## src/rtl/dmem_pkg.sv

```systemverilog
// dmem_pkg: func3 codes, FSM state type and captured-request record for dmem_responder
package dmem_pkg;
   localparam logic [2:0] F3_B  = 3'd0;
   localparam logic [2:0] F3_H  = 3'd1;
   localparam logic [2:0] F3_W  = 3'd2;
   localparam logic [2:0] F3_BU = 3'd4;
   localparam logic [2:0] F3_HU = 3'd5;
   typedef enum logic [2:0] {
      S_IDLE, S_RD_ISSUE, S_RD_WAIT, S_WR_ISSUE, S_RESP
   } dmem_state_t;
   // The word address lives in the top (its width follows DM_ADDRESS); only the byte lane is kept here.
   typedef struct packed {
      logic        we;
      logic [1:0]  lane;
      logic [31:0] wdata;
      logic [2:0]  func3;
   } dmem_req_t;
endpackage

```

## src/rtl/dmem_lane_align.sv

```systemverilog
// dmem_lane_align: legality check, load extract/extend and sub-word store merge
// Ports: we_i/func3_i/lane_i describe the access, wdata_i is the right-aligned store data,
//        rdata_i the SRAM word; legal_o, load_o (extended load value), merge_o (read-modify-write word).
module dmem_lane_align
   import dmem_pkg::*;
(
   input  logic        we_i,
   input  logic [2:0]  func3_i,
   input  logic [1:0]  lane_i,
   input  logic [15:0] wdata_i,
   input  logic [31:0] rdata_i,
   output logic        legal_o,
   output logic [31:0] load_o,
   output logic [31:0] merge_o
);
   logic        is_b, is_h, is_w, sext;
   logic [7:0]  byte_v;
   logic [15:0] half_v;
   logic [4:0]  sh;
   always_comb begin
      is_b    = func3_i == F3_B || (!we_i && func3_i == F3_BU);
      is_h    = func3_i == F3_H || (!we_i && func3_i == F3_HU);
      is_w    = func3_i == F3_W;
      legal_o = is_b || (is_h && !lane_i[0]) || (is_w && lane_i == 2'd0);
      sext    = !func3_i[2];
      byte_v  = lane_i == 2'd3 ? rdata_i[31:24] : lane_i == 2'd2 ? rdata_i[23:16] :
                lane_i[0] ? rdata_i[15:8] : rdata_i[7:0];
      half_v  = lane_i[1] ? rdata_i[31:16] : rdata_i[15:0];
      load_o  = is_w ? rdata_i : is_h ? {{16{sext & half_v[15]}}, half_v} :
                {{24{sext & byte_v[7]}}, byte_v};
      sh      = {lane_i, 3'b000};
      merge_o = is_h ? (lane_i[1] ? {wdata_i, rdata_i[15:0]} : {rdata_i[31:16], wdata_i}) :
                (rdata_i & ~(32'hFF << sh)) | ({24'd0, wdata_i[7:0]} << sh);
   end
endmodule

```

## src/rtl/dmem_responder.sv

```systemverilog
// dmem_responder: MEM-stage data access sequenced onto a word-wide single-port SRAM without byte enables
// Ports: req_* request handshake (byte address, right-aligned store data, func3), rsp_* one-cycle
//        completion with load data / error, sram_* word-addressed SRAM port with SRAM_LAT read latency.
module dmem_responder
   import dmem_pkg::*;
#(
   parameter int DM_ADDRESS = 9,
   parameter int DATA_W     = 32,
   parameter int SRAM_LAT   = 1
) (
   input  logic                  clk_i,
   input  logic                  reset_ni,
   input  logic                  req_valid_i,
   output logic                  req_ready_o,
   input  logic                  req_we_i,
   input  logic [DM_ADDRESS-1:0] req_addr_i,
   input  logic [DATA_W-1:0]     req_wdata_i,
   input  logic [2:0]            req_func3_i,
   output logic                  rsp_valid_o,
   output logic [DATA_W-1:0]     rsp_rdata_o,
   output logic                  rsp_err_o,
   output logic                  sram_en_o,
   output logic                  sram_we_o,
   output logic [DM_ADDRESS-3:0] sram_addr_o,
   output logic [DATA_W-1:0]     sram_wdata_o,
   input  logic [DATA_W-1:0]     sram_rdata_i
);
   dmem_state_t           state_q, state_d;
   dmem_req_t             req_q, req_d, cur;
   logic [DM_ADDRESS-3:0] addr_q, addr_d;
   logic [1:0]            cnt_q, cnt_d;
   logic [DATA_W-1:0]     rdata_q, rdata_d;
   logic                  err_q, err_d;
   logic                  legal;
   logic [31:0]           load_w, merge_w;
   // One aligner serves both the capture-time legality check (live inputs) and the data path (captured request).
   assign cur = state_q == S_IDLE ?
                dmem_req_t'{we: req_we_i, lane: req_addr_i[1:0], wdata: req_wdata_i, func3: req_func3_i} : req_q;
   dmem_lane_align u_align (
      .we_i    (cur.we),
      .func3_i (cur.func3),
      .lane_i  (cur.lane),
      .wdata_i (cur.wdata[15:0]),
      .rdata_i (sram_rdata_i),
      .legal_o (legal),
      .load_o  (load_w),
      .merge_o (merge_w)
   );
   assign req_ready_o  = reset_ni && state_q == S_IDLE;
   assign rsp_valid_o  = state_q == S_RESP;
   assign rsp_rdata_o  = rdata_q;
   assign rsp_err_o    = err_q;
   assign sram_en_o    = state_q == S_RD_ISSUE || state_q == S_WR_ISSUE;
   assign sram_we_o    = state_q == S_WR_ISSUE;
   assign sram_addr_o  = sram_en_o ? addr_q : '0;
   assign sram_wdata_o = sram_we_o ? req_q.wdata : '0;
   always_comb begin
      state_d = state_q;
      req_d   = req_q;
      addr_d  = addr_q;
      cnt_d   = cnt_q;
      rdata_d = rdata_q;
      err_d   = err_q;
      case (state_q)
         S_IDLE: if (req_valid_i && req_ready_o) begin
            req_d   = cur;
            addr_d  = req_addr_i[DM_ADDRESS-1:2];
            state_d = !legal ? S_RESP : (req_we_i && req_func3_i == F3_W) ? S_WR_ISSUE : S_RD_ISSUE;
            if (!legal) begin
               rdata_d = '0;
               err_d   = 1'b1;
            end
         end
         S_RD_ISSUE: begin
            state_d = S_RD_WAIT;
            cnt_d   = '0;
         end
         S_RD_WAIT: if (cnt_q == 2'(SRAM_LAT - 1)) begin
            // Sub-word stores keep the merged word in the captured wdata so WR_ISSUE writes it unchanged.
            if (req_q.we) begin
               req_d.wdata = merge_w;
               state_d     = S_WR_ISSUE;
            end else begin
               rdata_d = load_w;
               err_d   = 1'b0;
               state_d = S_RESP;
            end
         end else cnt_d = cnt_q + 2'd1;
         S_WR_ISSUE: begin
            rdata_d = '0;
            err_d   = 1'b0;
            state_d = S_RESP;
         end
         default: state_d = S_IDLE;
      endcase
   end
   always_ff @(posedge clk_i or negedge reset_ni) begin
      if (!reset_ni) begin
         state_q <= S_IDLE;
         req_q   <= '0;
         addr_q  <= '0;
         cnt_q   <= '0;
         rdata_q <= '0;
         err_q   <= 1'b0;
      end else begin
         state_q <= state_d;
         req_q   <= req_d;
         addr_q  <= addr_d;
         cnt_q   <= cnt_d;
         rdata_q <= rdata_d;
         err_q   <= err_d;
      end
   end
endmodule
```

## config.mk

```make
export PLATFORM = sky130hd
export DESIGN_NAME = dmem_responder
export DESIGN_NICKNAME = d
export VERILOG_FILES = /design/src/rtl/dmem_pkg.sv /design/src/rtl/dmem_lane_align.sv /design/src/rtl/dmem_responder.sv
export SDC_FILE = /design/constraint.sdc
export NUM_CORES = 1
export LEC_CHECK = 0
export BUFFER_PORTS_ARGS = -buffer_cell sky130_fd_sc_hd__buf_2
export CAP_MARGIN = 10
export CORE_MARGIN = 2
export CORE_UTILIZATION = 52
export CTS_BUF_LIST = sky130_fd_sc_hd__clkbuf_16
export CTS_CLUSTER_DIAMETER = 40
export DETAILED_ROUTE_END_ITERATION = 12
export GPL_TIMING_DRIVEN = 0
export PLACE_DENSITY = 0.88
export SYNTH_ARGS = -nofsm -noshare
export SYNTH_HDL_FRONTEND = slang
export SYNTH_SLANG_ARGS = --single-unit
```

## constraint.sdc

```tcl
create_clock -name clk_i -period 2.62 [get_ports clk_i]
set_input_delay 0.262 -clock clk_i [delete_from_list [all_inputs] [get_ports clk_i]]
set_output_delay 0.262 -clock clk_i [all_outputs]
set_load 0.02 [all_outputs]
```

==> report_table.html, run 1 <==
<table>
<tr><th>Metric</th><th>Value</th></tr>
<tr><th colspan="2">Cells and area</th></tr>
<tr><td>Layout Nets</td><td>799</td></tr>
<tr><td>Share of layout cells above drive strength 1</td><td>30.3%</td></tr>
<tr><td>FILL cells</td><td>712</td></tr>
<tr><td>Area added between synthesis and finish</td><td>27.7%</td></tr>
<tr><td>Final Util</td><td>68.9%</td></tr>
<tr><td>Number of diodes</td><td>0</td></tr>
<tr><th colspan="2">Setup path</th></tr>
<tr><td>Highest net fanout along the worst path</td><td>8</td></tr>
<tr><td>Type of the worst setup path</td><td>reg -&gt; reg</td></tr>
<tr><td>Kind of start point of the critical path</td><td>flop</td></tr>
<tr><td>Arrival time reported for the critical path endpoint</td><td>2830 ps</td></tr>
<tr><td>Worst path required time</td><td>2900 ps</td></tr>
<tr><td>Nature of the critical path endpoint</td><td>flop</td></tr>
<tr><th colspan="2">Detailed routing</th></tr>
<tr><td>Metal-1 WL</td><td>6.68 mm</td></tr>
<tr><td>Via-to-Cell Ratio</td><td>6.59</td></tr>
<tr><td>Drt drc</td><td>0</td></tr>
<tr><td>Length of routed met3 wiring</td><td>1.88 mm</td></tr>
<tr><td>Routed WL</td><td>17.9 mm</td></tr>
<tr><td>Number of routed nets with antenna violations</td><td>0</td></tr>
<tr><td>Routed length on met2</td><td>8.40 mm</td></tr>
<tr><td>Top Metal Used</td><td>met4</td></tr>
<tr><td>Drt initial violations</td><td>668</td></tr>
<tr><td>Detailed-route via count</td><td>5610</td></tr>
<tr><td>First-pass detailed-route iteration total</td><td>6</td></tr>
<tr><td>Routed WL per cell</td><td>21.1 um</td></tr>
<tr><th colspan="2">Global routing</th></tr>
<tr><td>Global-route wire length before repair</td><td>26.9 mm</td></tr>
<tr><td>Combined global-route utilization of all metal layers</td><td>33.8%</td></tr>
<tr><td>Overflow left after global routing</td><td>0</td></tr>
<tr><td>Initial antenna violation count</td><td>0</td></tr>
<tr><td>Vias in the first global route</td><td>5099</td></tr>
<tr><td>Pin count of the biggest net entering global routing</td><td>56</td></tr>
<tr><th colspan="2">Timing</th></tr>
<tr><td>RSZ-0062 raised after global routing</td><td>true</td></tr>
<tr><td>Final worst-path cycle share</td><td>97.3%</td></tr>
<tr><td>Number of setup violations in the final report</td><td>0</td></tr>
<tr><td>Total count of max-transition violations in the final report</td><td>0</td></tr>
<tr><td>Hold Vio Cnt, Final</td><td>0</td></tr>
<tr><td>Pin slew with the least headroom to its limit</td><td>728 ps</td></tr>
<tr><td>Min cycle time layout</td><td>2550 ps</td></tr>
<tr><td>Fmax achieved</td><td>392 MHz</td></tr>
<tr><td>Worst Skew</td><td>9.44 ps</td></tr>
<tr><td>Worst-case headroom to the max-slew limit</td><td>51.2%</td></tr>
<tr><td>Final worst-path setup slack</td><td>70.8 ps</td></tr>
<tr><th colspan="2">Clock tree</th></tr>
<tr><td>Maximum clock path buffer count</td><td>2</td></tr>
<tr><td>CTS HTree Levels</td><td>3</td></tr>
<tr><td>Cell chosen for the clock root</td><td>clkbuf_16</td></tr>
<tr><td>Clk pin slew, worst setup/hold paths</td><td>70 ps</td></tr>
<tr><td>Clock tree sinks</td><td>83</td></tr>
<tr><td>CTS tree</td><td>done</td></tr>
<tr><td>Insertion delay to the later sink of the worst-skew pair</td><td>340 ps</td></tr>
<tr><td>Number of clock buffers inserted by TritonCTS</td><td>9</td></tr>
<tr><th colspan="2">Yosys</th></tr>
<tr><td>Cell with the most instances after synthesis</td><td>dfrtp_1</td></tr>
<tr><td>Synthesized Nets</td><td>630</td></tr>
<tr><td>Yosys cell types</td><td>55</td></tr>
<tr><td>Synthesis-stage register bit count</td><td>83</td></tr>
<tr><td>Yosys warns</td><td>0</td></tr>
<tr><td>Mean area per synthesized cell</td><td>9.13 um2</td></tr>
<tr><td>Async set-reset flop share out of synthesis</td><td>100%</td></tr>
<tr><td>Post-synth EDFFs</td><td>0</td></tr>
<tr><td>Dominant cell type by area after synthesis</td><td>dfrtp_1</td></tr>
<tr><td>Share of the synthesized area in the top cell type</td><td>41.5%</td></tr>
<tr><td>Synthesized cell area</td><td>0.00501 mm2</td></tr>
<tr><td>Leading cell types by total area after synthesis</td><td>dfrtp_1 41%, nand2_1 6.1%, and3_1 6.1%</td></tr>
<tr><td>Number of instances in the synthesized netlist</td><td>549</td></tr>
<tr><td>Most common library cells after synthesis</td><td>83 x dfrtp_1, 82 x nand2_1, 49 x and3_1</td></tr>
<tr><td>Top flip-flop cell by instance count after synthesis</td><td>dfrtp_1</td></tr>
<tr><td>Part of the Yosys area used for sequential elements</td><td>41.5%</td></tr>
<tr><th colspan="2">Placed design</th></tr>
<tr><td>Number of port buffers</td><td>154</td></tr>
<tr><td>Worst-case setup slack after placement</td><td>-30.4 ps</td></tr>
<tr><td>RePlAce Congestion</td><td>1.01</td></tr>
<tr><td>Post-DP HPWL</td><td>13.2 mm</td></tr>
<tr><th colspan="2">Die</th></tr>
<tr><td>Core ar.</td><td>0.00928 mm2</td></tr>
<tr><td>Width of the die</td><td>102 um</td></tr>
<tr><td>Placement Rows</td><td>35</td></tr>
<tr><td>Initial cell density of the core</td><td>54.0%</td></tr>
<tr><td>Die outline height</td><td>102 um</td></tr>
<tr><td>Die footprint</td><td>0.0104 mm2</td></tr>
<tr><td>Boundary Pins</td><td>156</td></tr>
<tr><th colspan="2">Min path</th></tr>
<tr><td>Worst min path class</td><td>in -&gt; reg</td></tr>
<tr><th colspan="2">Pwr</th></tr>
<tr><td>Total leakage power</td><td>3.27 nW</td></tr>
<tr><td>Power density normalized to cell area</td><td>1330 mW/mm2</td></tr>
<tr><td>Power consumption</td><td>8.53 mW</td></tr>
<tr><td>Worst IR drop on VDD</td><td>0.000625 V</td></tr>
<tr><th colspan="2">Status</th></tr>
<tr><td>Result of the run</td><td>finished, final reports clean</td></tr>
<tr><th colspan="2">Flow run</th></tr>
<tr><td>Max-cap viol count</td><td>0</td></tr>
</table>
layer usage:
metal | up-vias | global-route usage [%]
met5 | - | 0
met4 | 0 | 16.0
met2 | 429 | 54.9
met1 | 2679 | 44.8
li1 | 2406 | -
met3 | 96 | 4.92
what timing repair did:
item | CTS | global route
gates resized for setup | 1 | 6
endpoints found under the setup margin | 1 | 24
hold buffers | 2 | 0
hold endpoints to repair | 30 | 0
cloned | 0 | 1
setup buffers | 0 | 0
worst paths after layout:
| kind | slack, ps | to | from | cells past startpoint |
|---|---|---|---|---|
| worst max-delay path | 70 | req_q[33] | state_q[1] | 6 |
| worst min-delay path | 150 | req_q[31] | req_wdata_i[28] | 2 |
| worst max register to register | 70 | req_q[33] | state_q[1] | 6 |
| worst min register to register | 480 | rsp_err_o | rsp_err_o | 2 |
| max in group asynchronous | 1960 | req_q[12] | reset_ni | 3 |
| min in group asynchronous | 480 | rsp_rdata_o[11] | reset_ni | 3 |
through the flow:
| step | instance area, um2 | cells | hold WS [ps] | setup TNS [ps] |
|---|---|---|---|---|
| after global routing | 6400 | 851 | 159 | -36.6 |
| after global placement | 5940 | 832 | 453 | -45250 |
| after CTS | 6370 | 850 | 151 | 0 |
| after detailed placement | 5970 | 833 | 230 | -30.4 |
| final | 6400 | 851 | 149 | 0 |
| after floorplan | 5010 | 549 | -33.6 | 0 |
critical path, cell delays in order (launching register included):
cell	delay, ps
dfrtp_1	470
nor3_4	410
nand3_4	220
a31oi_1	660
a21oi_1	80
a211oi_1	470
a221o_1	180
layout by cell type, fill, tap and decap left out, types with 2 or more instances in the layout:
cell | Yosys | final
and2_1 | 10 | 10
a311oi_1 | 9 | 9
o32a_1 | 3 | 3
a31oi_2 | 2 | 2
clkbuf_1 | 28 | 25
nor2b_1 | 3 | 3
dfrtp_1 | 83 | 83
buf_6 | 5 | 5
buf_2 | 8 | 161
and3_1 | 49 | 49
buf_4 | 4 | 5
a211o_1 | 6 | 6
nand4_1 | 2 | 2
clkbuf_16 | 0 | 10
clkbuf_2 | 2 | 5
nand2_1 | 82 | 82
bufinv_16 | 0 | 4
inv_1 | 12 | 12
a221o_1 | 28 | 28
a211oi_1 | 7 | 7
a22oi_1 | 18 | 18
nand2b_1 | 6 | 6
a211oi_2 | 3 | 3
a21oi_1 | 27 | 27
a32oi_1 | 5 | 5
a21o_1 | 5 | 5
o21ai_0 | 38 | 38
o21a_1 | 4 | 4
nor2_1 | 22 | 22
nand3_1 | 5 | 5
a221oi_1 | 3 | 3
a32o_1 | 4 | 4
nand3_4 | 2 | 2
o21ai_1 | 4 | 4
mux2i_1 | 10 | 10
o221ai_1 | 9 | 9
mux2_2 | 10 | 10
nor3_1 | 12 | 12
logic make-up after synthesis:
logic type                 after synthesis  share of synthesized area (%)
and+or+nand+nor                        200                           20.2
AOI/OAI and AO/OA                      184                           27.8
DFF                                     83                           41.5
buffers and inverters                   60                           5.79
muxes                                   21                           4.55
adders and majority gates                1                          0.250
flip-flops by register name, summed over array words and instances (netlist names):
register,count
cnt_q,2
rsp_err_o,1
req_q,38
addr_q,7
rsp_rdata_o,32
state_q,3
power by group:
group,internal (mW),leakage [nW],switching (mW),total (mW)
combinational,1.71,2.04,3.02,4.73
sequential,1.83,1.05,0.390,2.22
clock,1.03,0.176,0.551,1.58
total,4.57,3.27,3.96,8.53
layout make-up:
type | count | area [um2] | share of cell area [%]
buffer | 48 | 249 | 3.89
clock buffer | 9 | 225 | 3.52
clock inverter | 6 | 138 | 2.15
inverter | 12 | 45.0 | 0.704
multi-input combinational | 406 | 2650 | 41.4
sequential | 83 | 2080 | 32.5
tap | 129 | 161 | 2.52
timing repair buffer | 158 | 856 | 13.4
No activity file was read; power rests on OpenSTA's default activity.
==> inputs of run 2 (changes only) <==
Settings changed: ABC_AREA from default to 1, CORE_UTILIZATION 52 to 55, PLACE_DENSITY 0.88 to 0.89, TNS_END_PERCENT from default to 50.
==> run 2 against run 1 <==
Net effect:
- setup slack got worse by 24 ps
- routed wire length up 22%
- core utilization is 0.12 points lower
- critical path type unchanged
- critical endpoint is now req_q[6]
- largest cell class unchanged
- highest routed layer unchanged
==> report_table.html, run 2 <==
<table>
<tr><th>Metric</th><th>Value</th></tr>
<tr><th colspan="2">Status</th></tr>
<tr><td>Result of the run</td><td>finished, final reports clean</td></tr>
<tr><th colspan="2">Timing</th></tr>
<tr><td>Min Hold Slack</td><td>122 ps</td></tr>
<tr><td>Worst-case headroom to the max-slew limit</td><td>39.7%</td></tr>
<tr><td>Worst Skew</td><td>10.1 ps</td></tr>
<tr><td>RSZ-0062 raised after global routing</td><td>false</td></tr>
<tr><td>Pin slew with the least headroom to its limit</td><td>896 ps</td></tr>
<tr><td>Final TNS setup</td><td>0 ps</td></tr>
<tr><td>Final worst-path cycle share</td><td>98.2%</td></tr>
<tr><td>Min cycle time layout</td><td>2570 ps</td></tr>
<tr><td>Total count of max-transition violations in the final report</td><td>0</td></tr>
<tr><td>Fmax achieved</td><td>389 MHz</td></tr>
<tr><td>Number of setup violations in the final report</td><td>0</td></tr>
<tr><td>Hold Vio Cnt, Final</td><td>0</td></tr>
<tr><td>Final worst-path setup slack</td><td>46.9 ps</td></tr>
<tr><th colspan="2">Clock tree</th></tr>
<tr><td>Clock tree sinks</td><td>83</td></tr>
<tr><td>CTS tree</td><td>done</td></tr>
<tr><td>Postcts setup bufs</td><td>0</td></tr>
<tr><td>Cell chosen for the clock root</td><td>clkbuf_16</td></tr>
<tr><td>Insertion delay to the later sink of the worst-skew pair</td><td>350 ps</td></tr>
<tr><td>Maximum clock path buffer count</td><td>2</td></tr>
<tr><td>Number of clock buffers inserted by TritonCTS</td><td>9</td></tr>
<tr><td>Clk pin slew, worst setup/hold paths</td><td>70 ps</td></tr>
<tr><td>CTS HTree Levels</td><td>3</td></tr>
<tr><th colspan="2">Setup path</th></tr>
<tr><td>Type of the worst setup path</td><td>reg -&gt; reg</td></tr>
<tr><td>CP max stage cell</td><td>o21ai_0</td></tr>
<tr><td>Nature of the critical path endpoint</td><td>flop</td></tr>
<tr><td>Kind of start point of the critical path</td><td>flop</td></tr>
<tr><td>Critical path's largest stage delay</td><td>700 ps</td></tr>
<tr><td>Arrival time reported for the critical path endpoint</td><td>2780 ps</td></tr>
<tr><td>Cell-by-cell listing of the critical path</td><td>nor2_4, nand2_4, buf_6, o21ai_0, inv_1, o21ai_0, nand2_1, nand3_1, a22oi_1</td></tr>
<tr><td>Highest net fanout along the worst path</td><td>10</td></tr>
<tr><td>Most used cell along the critical path</td><td>o21ai_0</td></tr>
<tr><td>Worst path required time</td><td>2820 ps</td></tr>
<tr><th colspan="2">Die</th></tr>
<tr><td>Die footprint</td><td>0.0121 mm2</td></tr>
<tr><td>Initial cell density of the core</td><td>56.6%</td></tr>
<tr><td>Width of the die</td><td>110 um</td></tr>
<tr><td>Die outline height</td><td>110 um</td></tr>
<tr><td>Core ar.</td><td>0.0109 mm2</td></tr>
<tr><td>Placement Rows</td><td>38</td></tr>
<tr><td>Boundary Pins</td><td>156</td></tr>
<tr><th colspan="2">Yosys</th></tr>
<tr><td>Dominant cell type by area after synthesis</td><td>dfrtp_1</td></tr>
<tr><td>Mean area per synthesized cell</td><td>6.35 um2</td></tr>
<tr><td>Synthesized Nets</td><td>1056</td></tr>
<tr><td>Synthesis-stage register bit count</td><td>83</td></tr>
<tr><td>Synthesized cell area</td><td>0.00619 mm2</td></tr>
<tr><td>Leading cell types by total area after synthesis</td><td>dfrtp_1 34%, nand2_1 18%, nand3_1 8.5%</td></tr>
<tr><td>Async set-reset flop share out of synthesis</td><td>100%</td></tr>
<tr><td>Number of instances in the synthesized netlist</td><td>975</td></tr>
<tr><td>Yosys cell types</td><td>27</td></tr>
<tr><td>Top flip-flop cell by instance count after synthesis</td><td>dfrtp_1</td></tr>
<tr><td>Cell with the most instances after synthesis</td><td>nand2_1</td></tr>
<tr><td>Part of the Yosys area used for sequential elements</td><td>33.5%</td></tr>
<tr><td>Share of the synthesized area in the top cell type</td><td>33.5%</td></tr>
<tr><td>Most common library cells after synthesis</td><td>296 x nand2_1, 105 x inv_1, 105 x nand3_1</td></tr>
<tr><td>Post-synth EDFFs</td><td>0</td></tr>
<tr><td>Yosys warns</td><td>0</td></tr>
<tr><th colspan="2">Cells and area</th></tr>
<tr><td>Leading cell types in the layout, fill and taps excluded</td><td>296 x nand2_1, 181 x buf_2, 105 x inv_1, 105 x nand3_1, 91 x nor2_1</td></tr>
<tr><td>Share of layout cells above drive strength 1</td><td>21.0%</td></tr>
<tr><td>Layout Nets</td><td>1224</td></tr>
<tr><td>Number of diodes</td><td>0</td></tr>
<tr><td>Commonest non-fill, non-tap cell in the layout</td><td>nand2_1</td></tr>
<tr><td>Largest register FFs</td><td>38</td></tr>
<tr><td>Fin cells</td><td>1288</td></tr>
<tr><td>Largest register by flop count</td><td>req_q</td></tr>
<tr><td>Area added between synthesis and finish</td><td>21.5%</td></tr>
<tr><td>FILL cells</td><td>1045</td></tr>
<tr><th colspan="2">Global routing</th></tr>
<tr><td>Global-route wire length before repair</td><td>33.9 mm</td></tr>
<tr><td>Combined global-route utilization of all metal layers</td><td>36.6%</td></tr>
<tr><td>Overflow left after global routing</td><td>0</td></tr>
<tr><td>Vias in the first global route</td><td>6533</td></tr>
<tr><td>Initial antenna violation count</td><td>0</td></tr>
<tr><td>Pin count of the biggest net entering global routing</td><td>45</td></tr>
<tr><th colspan="2">Flow run</th></tr>
<tr><td>Max-cap viol count</td><td>0</td></tr>
<tr><th colspan="2">Detailed routing</th></tr>
<tr><td>Detailed-route via count</td><td>7323</td></tr>
<tr><td>Routed WL</td><td>21.8 mm</td></tr>
<tr><td>Routed WL per cell</td><td>16.9 um</td></tr>
<tr><td>Via-to-Cell Ratio</td><td>5.69</td></tr>
<tr><td>Drt initial violations</td><td>695</td></tr>
<tr><td>First-pass detailed-route iteration total</td><td>8</td></tr>
<tr><td>Number of routed nets with antenna violations</td><td>0</td></tr>
<tr><td>Drt drc</td><td>0</td></tr>
<tr><th colspan="2">Pwr</th></tr>
<tr><td>Power consumption</td><td>9.08 mW</td></tr>
<tr><td>Total leakage power</td><td>4.24 nW</td></tr>
<tr><td>Power density normalized to cell area</td><td>1210 mW/mm2</td></tr>
<tr><td>Worst IR drop on VDD</td><td>0.000659 V</td></tr>
<tr><th colspan="2">Placed design</th></tr>
<tr><td>Number of port buffers</td><td>155</td></tr>
<tr><td>Worst-case setup slack after placement</td><td>78.8 ps</td></tr>
<tr><td>Post-DP HPWL</td><td>16.7 mm</td></tr>
<tr><td>RePlAce Congestion</td><td>1.06</td></tr>
<tr><td>Placed Cells incl. Taps</td><td>1271</td></tr>
<tr><th colspan="2">Min path</th></tr>
<tr><td>Worst min path class</td><td>in -&gt; reg</td></tr>
</table>
## run 2: layout make-up
cell class	count	area, um2	share of cell area (%)
Clock inverter	7	92.6	1.23
Buffer	56	305	4.06
Clock buffer	9	225	2.99
Multi-Input combinational cell	726	3400	45.2
Sequential cell	83	2080	27.6
Inverter	109	409	5.44
Tap cell	140	175	2.33
Timing Repair Buffer	158	836	11.1
## run 2: final timing paths
| check | end | cells past startpoint | slack [ps] | from |
|---|---|---|---|---|
| hold reg to reg | rsp_rdata_o[5] | 2 | 480 | rsp_rdata_o[5] |
| hold / removal | addr_q[4] | 3 | 120 | req_addr_i[6] |
| min in group asynchronous | cnt_q[0] | 3 | 450 | reset_ni |
| max in group asynchronous | req_q[30] | 3 | 1950 | reset_ni |
| setup / recovery | req_q[6] | 9 | 50 | state_q[0] |
| setup reg to reg | req_q[6] | 9 | 50 | state_q[0] |
## run 2: metal layers
metal	up-vias	GRT usage, %	wire length, um
li1	3495	-	-
met1	3319	48.9	8860
met2	447	57.9	9690
met3	62	8.23	2370
met4	0	14.2	869
met5	-	0	0
## run 2: logic make-up (layout without fill, tap and decap cells)
kind of cell | Yosys count | after routing | share of synthesized area (%)
AOI/OAI and AO/OA | 206 | 206 | 19.0
buffers and inverters | 166 | 339 | 11.6
and+or+nand+nor | 519 | 519 | 35.7
adders and majority gates | 1 | 1 | 0.202
DFF | 83 | 83 | 33.5
## run 2: what timing repair did
action / in CTS / in global routing
resized for setup: 0 / 6
hold buffers: 2 / 0
setup endpoints to repair: 0 / 38
hold endpoints to repair: 40 / 0
## run 2: per-stage QoR
step	util, %	cell area, um2
after detailed placement	65.6	7170
final	68.8	7520
after global placement	65.3	7140
after global routing	68.8	7520
after floorplan	-	6190
after CTS	68.8	7520
## run 2: critical path: cells and delay by family (launching register included)
kind / cells / cell delay [ps]
buffers and inverters: 2 / 440
flip-flops: 1 / 430
AO/OA/AOI/OAI: 3 / 1000
AND/OR/NAND/NOR: 4 / 540
## run 2: where the power goes
group,internal (mW),total [mW],switching (mW),leakage (nW)
Sequential,1.78,2.02,0.239,1.07
Clock,0.835,1.40,0.563,0.155
Combinational,1.74,5.66,3.92,3.02
Total,4.36,9.08,4.72,4.24
==> inputs of run 3 (changes only) <==
Settings changed: CORE_UTILIZATION 55 to 58, PLACE_DENSITY 0.89 to 0.93.
Clock period 2.62 ns to 3.3 ns, I/O delays scaled along.
==> run 3 against run 2 <==
Net effect:
- die area decreased by 5.0%
- highest routed layer unchanged
- routed wire length is 0.65% higher
- sequential power decreased by 20%
==> report_table.html, run 3 (synthesis gave the netlist of run 2 again) <==
<table>
<tr><th>Metric</th><th>Value</th></tr>
<tr><th colspan="2">Timing</th></tr>
<tr><td>Worst Skew</td><td>6.68 ps</td></tr>
<tr><td>Min cycle time layout</td><td>2820 ps</td></tr>
<tr><td>Final worst-path setup slack</td><td>477 ps</td></tr>
<tr><td>Fmax achieved</td><td>354 MHz</td></tr>
<tr><td>Worst-case headroom to the max-slew limit</td><td>42.3%</td></tr>
<tr><td>Final worst-path cycle share</td><td>85.5%</td></tr>
<tr><td>Hold Vio Cnt, Final</td><td>0</td></tr>
<tr><td>Number of setup violations in the final report</td><td>0</td></tr>
<tr><td>Pin slew with the least headroom to its limit</td><td>856 ps</td></tr>
<tr><td>Min Hold Slack</td><td>184 ps</td></tr>
<tr><td>Total count of max-transition violations in the final report</td><td>0</td></tr>
<tr><td>RSZ-0062 raised after global routing</td><td>false</td></tr>
<tr><th colspan="2">Global routing</th></tr>
<tr><td>Initial antenna violation count</td><td>0</td></tr>
<tr><td>Combined global-route utilization of all metal layers</td><td>38.5%</td></tr>
<tr><td>M1 GR Usage</td><td>50.4%</td></tr>
<tr><td>GRT met3 Usage</td><td>5.81%</td></tr>
<tr><td>Overflow left after global routing</td><td>0</td></tr>
<tr><td>Global-route wire length before repair</td><td>34.3 mm</td></tr>
<tr><td>Busiest layer in global routing</td><td>met2</td></tr>
<tr><td>Vias in the first global route</td><td>6834</td></tr>
<tr><td>Pin count of the biggest net entering global routing</td><td>45</td></tr>
<tr><td>Met2 GRT Util</td><td>62.9%</td></tr>
<tr><th colspan="2">Setup path</th></tr>
<tr><td>Reg2reg setup slack</td><td>710 ps</td></tr>
<tr><td>Kind of start point of the critical path</td><td>input pin</td></tr>
<tr><td>Highest net fanout along the worst path</td><td>44</td></tr>
<tr><td>Arrival time reported for the critical path endpoint</td><td>3030 ps</td></tr>
<tr><td>Type of the worst setup path</td><td>in -&gt; reg</td></tr>
<tr><td>Nature of the critical path endpoint</td><td>flop</td></tr>
<tr><td>Worst path required time</td><td>3510 ps</td></tr>
<tr><th colspan="2">Pwr</th></tr>
<tr><td>Power density normalized to cell area</td><td>944 mW/mm2</td></tr>
<tr><td>Power consumption</td><td>7.02 mW</td></tr>
<tr><td>Worst IR drop on VDD</td><td>0.000556 V</td></tr>
<tr><td>Total leakage power</td><td>4.20 nW</td></tr>
<tr><th colspan="2">Detailed routing</th></tr>
<tr><td>Routed WL per cell</td><td>17.1 um</td></tr>
<tr><td>Detailed-route via count</td><td>7372</td></tr>
<tr><td>Drt drc</td><td>0</td></tr>
<tr><td>First-pass detailed-route iteration total</td><td>7</td></tr>
<tr><td>Number of routed nets with antenna violations</td><td>0</td></tr>
<tr><td>Drt initial violations</td><td>727</td></tr>
<tr><td>Via-to-Cell Ratio</td><td>5.74</td></tr>
<tr><td>Routed WL</td><td>21.9 mm</td></tr>
<tr><th colspan="2">Clock tree</th></tr>
<tr><td>CTS tree</td><td>done</td></tr>
<tr><td>Post-CTS Hold Buffers</td><td>1</td></tr>
<tr><td>Cell chosen for the clock root</td><td>clkbuf_16</td></tr>
<tr><td>Number of gates resized after cts</td><td>0</td></tr>
<tr><td>Insertion delay to the later sink of the worst-skew pair</td><td>350 ps</td></tr>
<tr><td>Maximum clock path buffer count</td><td>2</td></tr>
<tr><td>CTS HTree Levels</td><td>3</td></tr>
<tr><td>Postcts setup bufs</td><td>0</td></tr>
<tr><td>Clk pin slew, worst setup/hold paths</td><td>70 ps</td></tr>
<tr><td>Number of clock buffers inserted by TritonCTS</td><td>9</td></tr>
<tr><td>Clock tree sinks</td><td>83</td></tr>
<tr><th colspan="2">Die</th></tr>
<tr><td>Initial cell density of the core</td><td>60.0%</td></tr>
<tr><td>Placement Rows</td><td>37</td></tr>
<tr><td>Boundary Pins</td><td>156</td></tr>
<tr><td>Die outline height</td><td>107 um</td></tr>
<tr><td>Core ar.</td><td>0.0103 mm2</td></tr>
<tr><td>Die footprint</td><td>0.0115 mm2</td></tr>
<tr><td>Width of the die</td><td>107 um</td></tr>
<tr><th colspan="2">Cells and area</th></tr>
<tr><td>Share of layout cells above drive strength 1</td><td>20.5%</td></tr>
<tr><td>Area added between synthesis and finish</td><td>20.0%</td></tr>
<tr><td>Number of diodes</td><td>0</td></tr>
<tr><td>Layout Nets</td><td>1224</td></tr>
<tr><td>Commonest non-fill, non-tap cell in the layout</td><td>nand2_1</td></tr>
<tr><td>Largest register FFs</td><td>38</td></tr>
<tr><td>Leading cell types in the layout, fill and taps excluded</td><td>296 x nand2_1, 181 x buf_2, 106 x inv_1, 105 x nand3_1, 93 x nor2_1</td></tr>
<tr><td>Largest register by flop count</td><td>req_q</td></tr>
<tr><th colspan="2">Placed design</th></tr>
<tr><td>Number of port buffers</td><td>155</td></tr>
<tr><td>Post-DP HPWL</td><td>17.0 mm</td></tr>
<tr><td>Worst-case setup slack after placement</td><td>689 ps</td></tr>
<tr><td>RePlAce Congestion</td><td>1.05</td></tr>
<tr><th colspan="2">Min path</th></tr>
<tr><td>Worst min path class</td><td>in -&gt; reg</td></tr>
<tr><th colspan="2">Status</th></tr>
<tr><td>Result of the run</td><td>finished, final reports clean</td></tr>
<tr><th colspan="2">Flow run</th></tr>
<tr><td>Max-cap viol count</td><td>0</td></tr>
</table>
[run 3: worst paths after layout]
kind | endpoint | startpoint | depth (start not counted)
max | req_q[26] | reset_ni | 11
min | addr_q[2] | req_addr_i[4] | 3
max reg2reg | req_q[4] | state_q[2] | 10
min reg2reg | rsp_rdata_o[21] | rsp_rdata_o[21] | 2
max in group asynchronous | req_q[31] | reset_ni | 3
min in group asynchronous | cnt_q[1] | reset_ni | 2
[run 3: metal layers]
metal	wire, um	up-vias
met3	2100	79
met2	10000	457
met1	8840	3338
met5	0	-
met4	959	0
li1	-	3498
[run 3: stage by stage]
step	instance area (um2)	TNS (ps)	util, %	std cells
5_1_grt	7430	0	72.0	1284
2_1_floorplan	6190	0	-	975
3_5_place_dp	7160	0	69.4	1267
4_1_cts	7430	0	72.0	1284
3_3_place_gp	7140	-1450	69.1	1266
6_report	7430	0	72.0	1284
[run 3: power by group]
group          internal, mW  total (mW)  switching (mW)
logic                  1.38        4.49            3.10
registers              1.41        1.61           0.197
clock network         0.499       0.924           0.425
[run 3: layout make-up]
type	instances	area, um2
multi-input cells	726	3400
fillers	906	2890
flip-flops and latches	83	2080
repair buffers	157	808
inverters	109	409
plain buffers	57	308
clock buffers	9	225
well taps	136	170
clock inverters	7	36.3
[run 3: worst max-delay path: stages]
cell and delay (ps):
dlygate4sd3_1 520, buf_4 440, buf_12 310, inv_1 120, nor2_4 110, nand2_1 100
nand2_1 100, nand3_1 290, clkbuf_1 360, a21oi_1 230, a22oi_1 100
